## src/rtl/texture_bilinear_filter_pkg.sv

```systemverilog
// ---------------------------------------------------------------------------
// texture_bilinear_filter_pkg
//
// Shared texture definitions for the bilinear filter and its lerp datapath.
//   CHANNEL_WIDTH   : bits per colour channel
//   NUM_CHANNELS    : channels per texel (R, G, B, A)
//   WEIGHT_WIDTH    : Q0.8 interpolation weight width
//   CHANNEL_OFFSET  : LSB position of each channel, index 0 = R ... 3 = A
//   filter_mode_e   : FILTER_NEAREST / FILTER_BILINEAR encodings
// ---------------------------------------------------------------------------
package texture_bilinear_filter_pkg;

    localparam int CHANNEL_WIDTH = 8;
    localparam int NUM_CHANNELS  = 4;
    localparam int WEIGHT_WIDTH  = 8;

    // R at [31:24], G at [23:16], B at [15:8], A at [7:0]
    localparam int CHANNEL_OFFSET [NUM_CHANNELS] = '{24, 16, 8, 0};

    typedef enum logic {
        FILTER_NEAREST  = 1'b0,
        FILTER_BILINEAR = 1'b1
    } filter_mode_e;

endpackage

```

## src/rtl/texture_lerp8.sv

```systemverilog
// ---------------------------------------------------------------------------
// texture_lerp8
//
// Combinational single-channel linear interpolation with rounding:
//   y = (a*(256-w) + b*w + 128) >> 8
// The sum never exceeds 255*256+128, so the result always fits in 8 bits
// and w=0 returns a exactly.
//
// Ports:
//   a, b : channel endpoints
//   w    : Q0.8 weight toward b
//   y    : interpolated channel
// ---------------------------------------------------------------------------
module texture_lerp8
    import texture_bilinear_filter_pkg::*;
(
    input  logic [CHANNEL_WIDTH-1:0] a,
    input  logic [CHANNEL_WIDTH-1:0] b,
    input  logic [WEIGHT_WIDTH-1:0]  w,
    output logic [CHANNEL_WIDTH-1:0] y
);

    localparam int SUM_WIDTH = CHANNEL_WIDTH + WEIGHT_WIDTH + 1;

    logic [WEIGHT_WIDTH:0] w_inv;
    logic [SUM_WIDTH-1:0]  sum;
    logic                  unused_sum_bits;

    assign w_inv = (WEIGHT_WIDTH+1)'(1 << WEIGHT_WIDTH) - {1'b0, w};

    assign sum = SUM_WIDTH'(a) * SUM_WIDTH'(w_inv)
               + SUM_WIDTH'(b) * SUM_WIDTH'(w)
               + SUM_WIDTH'(1 << (WEIGHT_WIDTH - 1));

    assign y = sum[CHANNEL_WIDTH+WEIGHT_WIDTH-1:WEIGHT_WIDTH];

    // Top bit is provably zero; the low byte is the discarded fraction.
    assign unused_sum_bits = ^{sum[SUM_WIDTH-1], sum[WEIGHT_WIDTH-1:0]};

endmodule

```

## src/rtl/texture_bilinear_filter.sv

```systemverilog
// ---------------------------------------------------------------------------
// texture_bilinear_filter
//
// Filters a texel quad from the quad sampler into one RGBA texel.
// Three-stage pipeline, all stages gated by the shared clock enable:
//   S1 : register quad, tag, mode and Q0.8 weights (coord[15:8])
//   S2 : horizontal lerps (top row, bottom row) and nearest selection
//   S3 : vertical lerp or nearest texel into the output register
//
// Handshake: there is no ready. A beat is taken when in_valid=1 on a
// rising aclk edge with ce=1, and leaves on out_* after exactly three
// ce=1 edges. With ce=0 every register (valid, data, tag, mode) holds and
// in_* are ignored. out_texel is meaningful only while out_valid=1.
//
// Ports:
//   aclk, resetn       : clock, asynchronous active-low reset
//   ce                 : pipeline clock enable
//   filterEnable       : 1 = bilinear, 0 = nearest (per beat)
//   in_valid, in_tag   : input beat valid and opaque tag
//   texel00..texel11   : quad at (s,t) = (0,0),(1,0),(0,1),(1,1)
//   texelSubCoordS/T   : Q0.16 position inside the quad
//   out_valid, out_tag : output beat valid and its tag
//   out_texel          : filtered texel
//
// Only PIXEL_WIDTH = 32 (four 8-bit channels) is supported.
// ---------------------------------------------------------------------------
module texture_bilinear_filter
    import texture_bilinear_filter_pkg::*;
#(
    parameter int PIXEL_WIDTH = 32,
    parameter int TAG_WIDTH   = 16
) (
    input  logic                   aclk,
    input  logic                   resetn,
    input  logic                   ce,
    input  logic                   filterEnable,
    input  logic                   in_valid,
    input  logic [TAG_WIDTH-1:0]   in_tag,
    input  logic [PIXEL_WIDTH-1:0] texel00,
    input  logic [PIXEL_WIDTH-1:0] texel01,
    input  logic [PIXEL_WIDTH-1:0] texel10,
    input  logic [PIXEL_WIDTH-1:0] texel11,
    input  logic [15:0]            texelSubCoordS,
    input  logic [15:0]            texelSubCoordT,
    output logic                   out_valid,
    output logic [TAG_WIDTH-1:0]   out_tag,
    output logic [PIXEL_WIDTH-1:0] out_texel
);

    // ---------------- S1 registers ----------------
    logic                    s1_valid;
    logic [TAG_WIDTH-1:0]    s1_tag;
    filter_mode_e            s1_mode;
    logic [WEIGHT_WIDTH-1:0] s1_ws;
    logic [WEIGHT_WIDTH-1:0] s1_wt;
    logic [PIXEL_WIDTH-1:0]  s1_t00;
    logic [PIXEL_WIDTH-1:0]  s1_t01;
    logic [PIXEL_WIDTH-1:0]  s1_t10;
    logic [PIXEL_WIDTH-1:0]  s1_t11;

    // ---------------- S2 registers ----------------
    logic                    s2_valid;
    logic [TAG_WIDTH-1:0]    s2_tag;
    filter_mode_e            s2_mode;
    logic [WEIGHT_WIDTH-1:0] s2_wt;
    logic [PIXEL_WIDTH-1:0]  s2_top;
    logic [PIXEL_WIDTH-1:0]  s2_bot;
    logic [PIXEL_WIDTH-1:0]  s2_near;

    // ---------------- combinational ----------------
    logic [PIXEL_WIDTH-1:0]  top_c;
    logic [PIXEL_WIDTH-1:0]  bot_c;
    logic [PIXEL_WIDTH-1:0]  vert_c;
    logic [PIXEL_WIDTH-1:0]  near_c;
    logic [PIXEL_WIDTH-1:0]  result_c;
    logic [1:0]              near_sel;
    logic                    unused_coord_lsbs;

    // Only the top byte of each coordinate becomes the weight.
    assign unused_coord_lsbs = ^{texelSubCoordS[7:0], texelSubCoordT[7:0]};

    always_ff @(posedge aclk or negedge resetn) begin
        if (!resetn) begin
            s1_valid <= 1'b0;
            s1_tag   <= '0;
            s1_mode  <= FILTER_NEAREST;
            s1_ws    <= '0;
            s1_wt    <= '0;
            s1_t00   <= '0;
            s1_t01   <= '0;
            s1_t10   <= '0;
            s1_t11   <= '0;
        end else if (ce) begin
            s1_valid <= in_valid;
            s1_tag   <= in_tag;
            s1_mode  <= filterEnable ? FILTER_BILINEAR : FILTER_NEAREST;
            s1_ws    <= texelSubCoordS[15:8];
            s1_wt    <= texelSubCoordT[15:8];
            s1_t00   <= texel00;
            s1_t01   <= texel01;
            s1_t10   <= texel10;
            s1_t11   <= texel11;
        end
    end

    // Weight MSBs equal the coordinate MSBs, so they pick the nearest texel.
    assign near_sel = {s1_wt[WEIGHT_WIDTH-1], s1_ws[WEIGHT_WIDTH-1]};

    always_comb begin
        near_c = s1_t00;
        case (near_sel)
            2'b00:   near_c = s1_t00;
            2'b01:   near_c = s1_t01;
            2'b10:   near_c = s1_t10;
            default: near_c = s1_t11;
        endcase
    end

    for (genvar ch = 0; ch < NUM_CHANNELS; ch++) begin : g_chan
        localparam int OFF = CHANNEL_OFFSET[ch];

        texture_lerp8 u_lerp_top (
            .a (s1_t00[OFF +: CHANNEL_WIDTH]),
            .b (s1_t01[OFF +: CHANNEL_WIDTH]),
            .w (s1_ws),
            .y (top_c[OFF +: CHANNEL_WIDTH])
        );

        texture_lerp8 u_lerp_bot (
            .a (s1_t10[OFF +: CHANNEL_WIDTH]),
            .b (s1_t11[OFF +: CHANNEL_WIDTH]),
            .w (s1_ws),
            .y (bot_c[OFF +: CHANNEL_WIDTH])
        );

        texture_lerp8 u_lerp_vert (
            .a (s2_top[OFF +: CHANNEL_WIDTH]),
            .b (s2_bot[OFF +: CHANNEL_WIDTH]),
            .w (s2_wt),
            .y (vert_c[OFF +: CHANNEL_WIDTH])
        );
    end

    always_ff @(posedge aclk or negedge resetn) begin
        if (!resetn) begin
            s2_valid <= 1'b0;
            s2_tag   <= '0;
            s2_mode  <= FILTER_NEAREST;
            s2_wt    <= '0;
            s2_top   <= '0;
            s2_bot   <= '0;
            s2_near  <= '0;
        end else if (ce) begin
            s2_valid <= s1_valid;
            s2_tag   <= s1_tag;
            s2_mode  <= s1_mode;
            s2_wt    <= s1_wt;
            s2_top   <= top_c;
            s2_bot   <= bot_c;
            s2_near  <= near_c;
        end
    end

    // Nearest beats bypass the vertical lerp but still spend the S3 cycle.
    assign result_c = (s2_mode == FILTER_BILINEAR) ? vert_c : s2_near;

    always_ff @(posedge aclk or negedge resetn) begin
        if (!resetn) begin
            out_valid <= 1'b0;
            out_tag   <= '0;
            out_texel <= '0;
        end else if (ce) begin
            out_valid <= s2_valid;
            out_tag   <= s2_tag;
            out_texel <= result_c;
        end
    end

endmodule
```

## config.mk

```make
export PLATFORM = sky130hd
export DESIGN_NAME = texture_bilinear_filter
export DESIGN_NICKNAME = d
export VERILOG_FILES = /design/src/rtl/texture_bilinear_filter_pkg.sv /design/src/rtl/texture_lerp8.sv /design/src/rtl/texture_bilinear_filter.sv
export SDC_FILE = /design/constraint.sdc
export NUM_CORES = 2
export LEC_CHECK = 0
export BUFFER_PORTS_ARGS = -buffer_cell sky130_fd_sc_hd__buf_2
export CORE_ASPECT_RATIO = 0.9
export CORE_MARGIN = 2
export CORE_UTILIZATION = 35
export CTS_CLUSTER_SIZE = 14
export DETAILED_ROUTE_END_ITERATION = 8
export MAX_ROUTING_LAYER = met4
export PLACE_DENSITY_LB_ADDON = 0.12
export REMOVE_ABC_BUFFERS = 1
export SYNTH_ARGS = -nofsm -noshare
export SYNTH_HDL_FRONTEND = slang
export SYNTH_HIERARCHICAL = 1
export SYNTH_SLANG_ARGS = --single-unit
```

## constraint.sdc

```tcl
create_clock -name aclk -period 10.7 [get_ports aclk]
set_input_delay 2.14 -clock aclk [delete_from_list [all_inputs] [get_ports aclk]]
set_output_delay 2.14 -clock aclk [all_outputs]
set_load 0.02 [all_outputs]
```

==> flow_summary.rst <==
.. list-table::
   :header-rows: 1

   * - Metric
     - Value
   * - Count of buffers from port buffering
     - approximately 210
   * - HPWL after DPL
     - 143,000 um
   * - Total negative setup slack
     - 0 ps
   * - Wire length of the first global-routing pass
     - around 290,000 um
   * - First drt pass iteration count
     - 7
   * - Post-Syn Area per Cell
     - just under 10 um2
   * - Sequential-to-total area share from yosys stat
     - between 10 and 15%
   * - Area leader, netlist
     - fa_1
   * - Tcrit/Tclk final
     - between 70% and 80%
   * - Post-synth ARST share
     - between 90% and 100%
   * - Number of placed cells counting well taps
     - between 9,000 and 10,000
   * - Final routed wirelength across all metal layers
     - about 180,000 um
   * - Most common cell on crit path
     - fa_1
   * - Final weighted congestion of routability-driven global placement
     - around 0.83
   * - Dominant register cell in the synthesized netlist
     - dfrtp_1
   * - Die Ht
     - approximately 430 um
   * - Total setup violations reported at the end of the flow
     - 0
   * - Type of the tightest min-delay check
     - flop to flop
   * - Number of global-route vias before repair
     - just over 50,000
   * - FF+latch count, synth
     - around 330
   * - Final hold violations
     - 0
   * - Cells after Synth
     - ~7,000
   * - Startpoint Class
     - flop
   * - Crit Path Max Fanout
     - 32
   * - Library cell with the highest instance count after synthesis
     - inv_1
   * - Clock Skews
     - 43.6 ps
   * - CTS root buffer
     - clkbuf_16
   * - Number of enable-type register cells in the synthesized netlist
     - 0
   * - Ranking of synthesized cells by instance count
     - 1,753 x inv_1, 1,200 x fa_1, 1,036 x and2_1, 792 x ha_1, 620 x nand2_1
   * - Total setup buffers inserted after CTS
     - 0
   * - Clock-pin transition on the worst setup and hold timing paths
     - about 60 ps
   * - Number of remaining DRC errors
     - 0
   * - Number of distinct library cells after synthesis
     - a little under 60
   * - Worst-case headroom to the max-slew limit
     - 31.7%
   * - Drt first-iter violations
     - around 1,900
   * - Quantity of gates resized following cts
     - 0
   * - Main area contributors after synthesis
     - fa_1 35%, ha_1 14%, dfrtp_1 12%
   * - Skew-Pair Late Insertion Delay
     - 680 ps
   * - Number of standard cells in the layout, taps in and fillers out
     - roughly 9,800
   * - Depth of the CTS H-tree
     - 2
   * - Fmax
     - between 0.1 and 0.15 GHz
   * - Core area
     - between 0.15 and 0.2 mm2
   * - Top-area cell type share of the netlist area
     - around a third
   * - Pin count of the biggest net entering global routing
     - roughly 130
   * - Share of layout cells above drive strength 1
     - 10.2%
   * - Filler instances
     - 20,000
   * - Start-to-end type of the worst setup path
     - flop to flop
   * - TritonCTS clock tree
     - yes
   * - Yosys warnings
     - 6
   * - Clk sinks
     - about 330
   * - Deepest clock path buffer count
     - 3
   * - Via-to-Cell Ratio
     - 4.64
   * - Type of destination of the critical path
     - flop
   * - Vias
     - approximately 46,000
   * - Cell class contributing the biggest share of worst-path delay
     - adder cells
   * - Number of top-level pins
     - 230
   * - Number of nets with antenna violations after routing
     - 0
   * - Shortest period the worst path allows
     - ~7800 ps
   * - Library cell contributing the largest single delay on the critical path
     - dfrtp_2
   * - Worst Tran Pin Value
     - 997 ps
   * - Residual overflow from global routing
     - 0
   * - Cell area after technology mapping
     - 0.0694 mm2
   * - Total routing usage reported by global routing
     - 19.1%
   * - Result of the run
     - finished, final reports clean
   * - Dpl ws
     - 2750 ps
   * - Number of buffer and inverter stages on the critical path
     - 4
   * - Count of max-cap constraint violations
     - 0
   * - Nets
     - between 9,000 and 10,000
   * - Slack of the critical path
     - roughly 2900 ps
   * - Ordered cell list for the critical path
     - inv_1 > ha_1 > or3b_1 > nor3_1 > xnor2_1 > nand2_1 > fa_1 > fa_1 > fa_1 > inv_1 > fa_1 > fa_1 > inv_1 > fa_1 > inv_1 > ha_1 > a21oi_1 > o21ai_0 > a41oi_1 > o31ai_1 > a41oi_1 > mux2i_1 > a21oi_1
   * - Cts-stage hold buffer count
     - 0
   * - Number of buffers created by CTS
     - between 40 and 50
   * - Delay contributed by the slowest stage of the critical path
     - ~850 ps
   * - Die X-Extent
     - approximately 470 um
   * - Max-slew violation count
     - 0
   * - Required time of the critical path
     - ~11,000 ps
   * - RSZ-0062 raised after global routing
     - false
   * - Initial antenna violation count
     - 14
   * - Average wire length per cell after detail routing
     - 18.3 um
   * - Core Rows
     - approximately 160
   * - Starting Density
     - a little over a third
   * - Arrival time at the worst endpoint
     - 8380 ps
   * - Die outline area
     - between 0.2 and 0.25 mm2
   * - End-of-flow core utilization
     - a little under two fifths
   * - Area Overhead vs Synth
     - 8.17%
## stage by stage
stage	hold WS [ps]	instance area, um2
floorplan	462	68600
global placement	476	73400
detailed placement	479	73400
CTS	496	75100
global route	513	75100
finish	496	75100
## cells in the final DEF (no fill, tap or decap), types with 24 or more instances in the layout
cell type / netlist / final
inv_1: 1753 / 1753
fa_1: 1200 / 1200
and2_1: 1036 / 1036
ha_1: 792 / 792
nand2_1: 620 / 620
dfrtp_1: 333 / 317
mux2_4: 268 / 268
buf_2: 23 / 211
xnor2_1: 177 / 177
mux2i_1: 107 / 107
nor2_1: 78 / 78
a21oi_1: 74 / 74
xor2_1: 61 / 61
clkbuf_16: 0 / 48
nand2b_1: 46 / 45
nor3_1: 38 / 38
buf_4: 7 / 34
o221ai_1: 32 / 32
nand4_1: 24 / 24
## path summary, 6_finish.rpt
check                            startpoint           end  slack, ps  cells after the start
worst min-delay path            s2_near[11]   s2_near[11]        500                      2
max in group asynchronous            resetn      s2_wt[4]       7350                      3
min in group asynchronous            resetn    s2_tag[12]       1470                      1
worst min register to register  s2_near[11]   s2_near[11]        500                      2
worst max register to register     s2_wt[0]  out_texel[5]       2920                     23
worst max-delay path               s2_wt[0]  out_texel[5]       2920                     23
## final cells by class
cell class                 instances  area [um2]  share of cell area [%]
clock inverter                    28         393                   0.523
tap                             2590        3240                    4.31
timing repair buffer             256        1520                    2.03
inverter                        1753        6580                    8.76
sequential                       333        8370                    11.1
multi-input combinational       4802       53700                    71.4
clock buffer                      61        1310                    1.74
antenna                           12        30.0                  0.0400
## logic make-up (layout without fill, tap and decap cells)
group | count (synthesis) | in the layout | share of synthesized area [%]
adders and majority gates | 1992 | 1992 | 48.9
muxes | 375 | 375 | 7.34
other | 0 | 12 | 0
xor gates and xnor gates | 238 | 238 | 3.00
buffers and inverters | 1895 | 2098 | 10.7
DFF | 333 | 333 | 12.0
AOI/OAI and AO/OA | 257 | 257 | 2.98
and+or+nand+nor | 1940 | 1940 | 15.1
## routing by layer
metal | vias to the layer above | share of wire, % | track usage [%]
li1 | 21500 | - | -
met1 | 23500 | 47 | 25.9
met2 | 536 | 47 | 31.1
met3 | 138 | 3.2 | 2.09
met4 | 0 | 1.9 | 3.72
met5 | - | 0 | -
## flip-flops by register name, indices dropped and copies added, names as in the netlist, 32 cells and up
name and count:
out_texel 32, s1_t00 32, s1_t01 32, s1_t10 32
s1_t11 32, s2_bot 32, s2_near 32, s2_top 32
## tightest hold or removal path: stages, from the launching register on
cell      delay (ps)
dfrtp_1          340
nand2b_1          60
o221ai_1          60
Power is left out: the tool's default activity adds up to more than one toggle a clock period on the data nets, which glitch-free logic cannot reach.
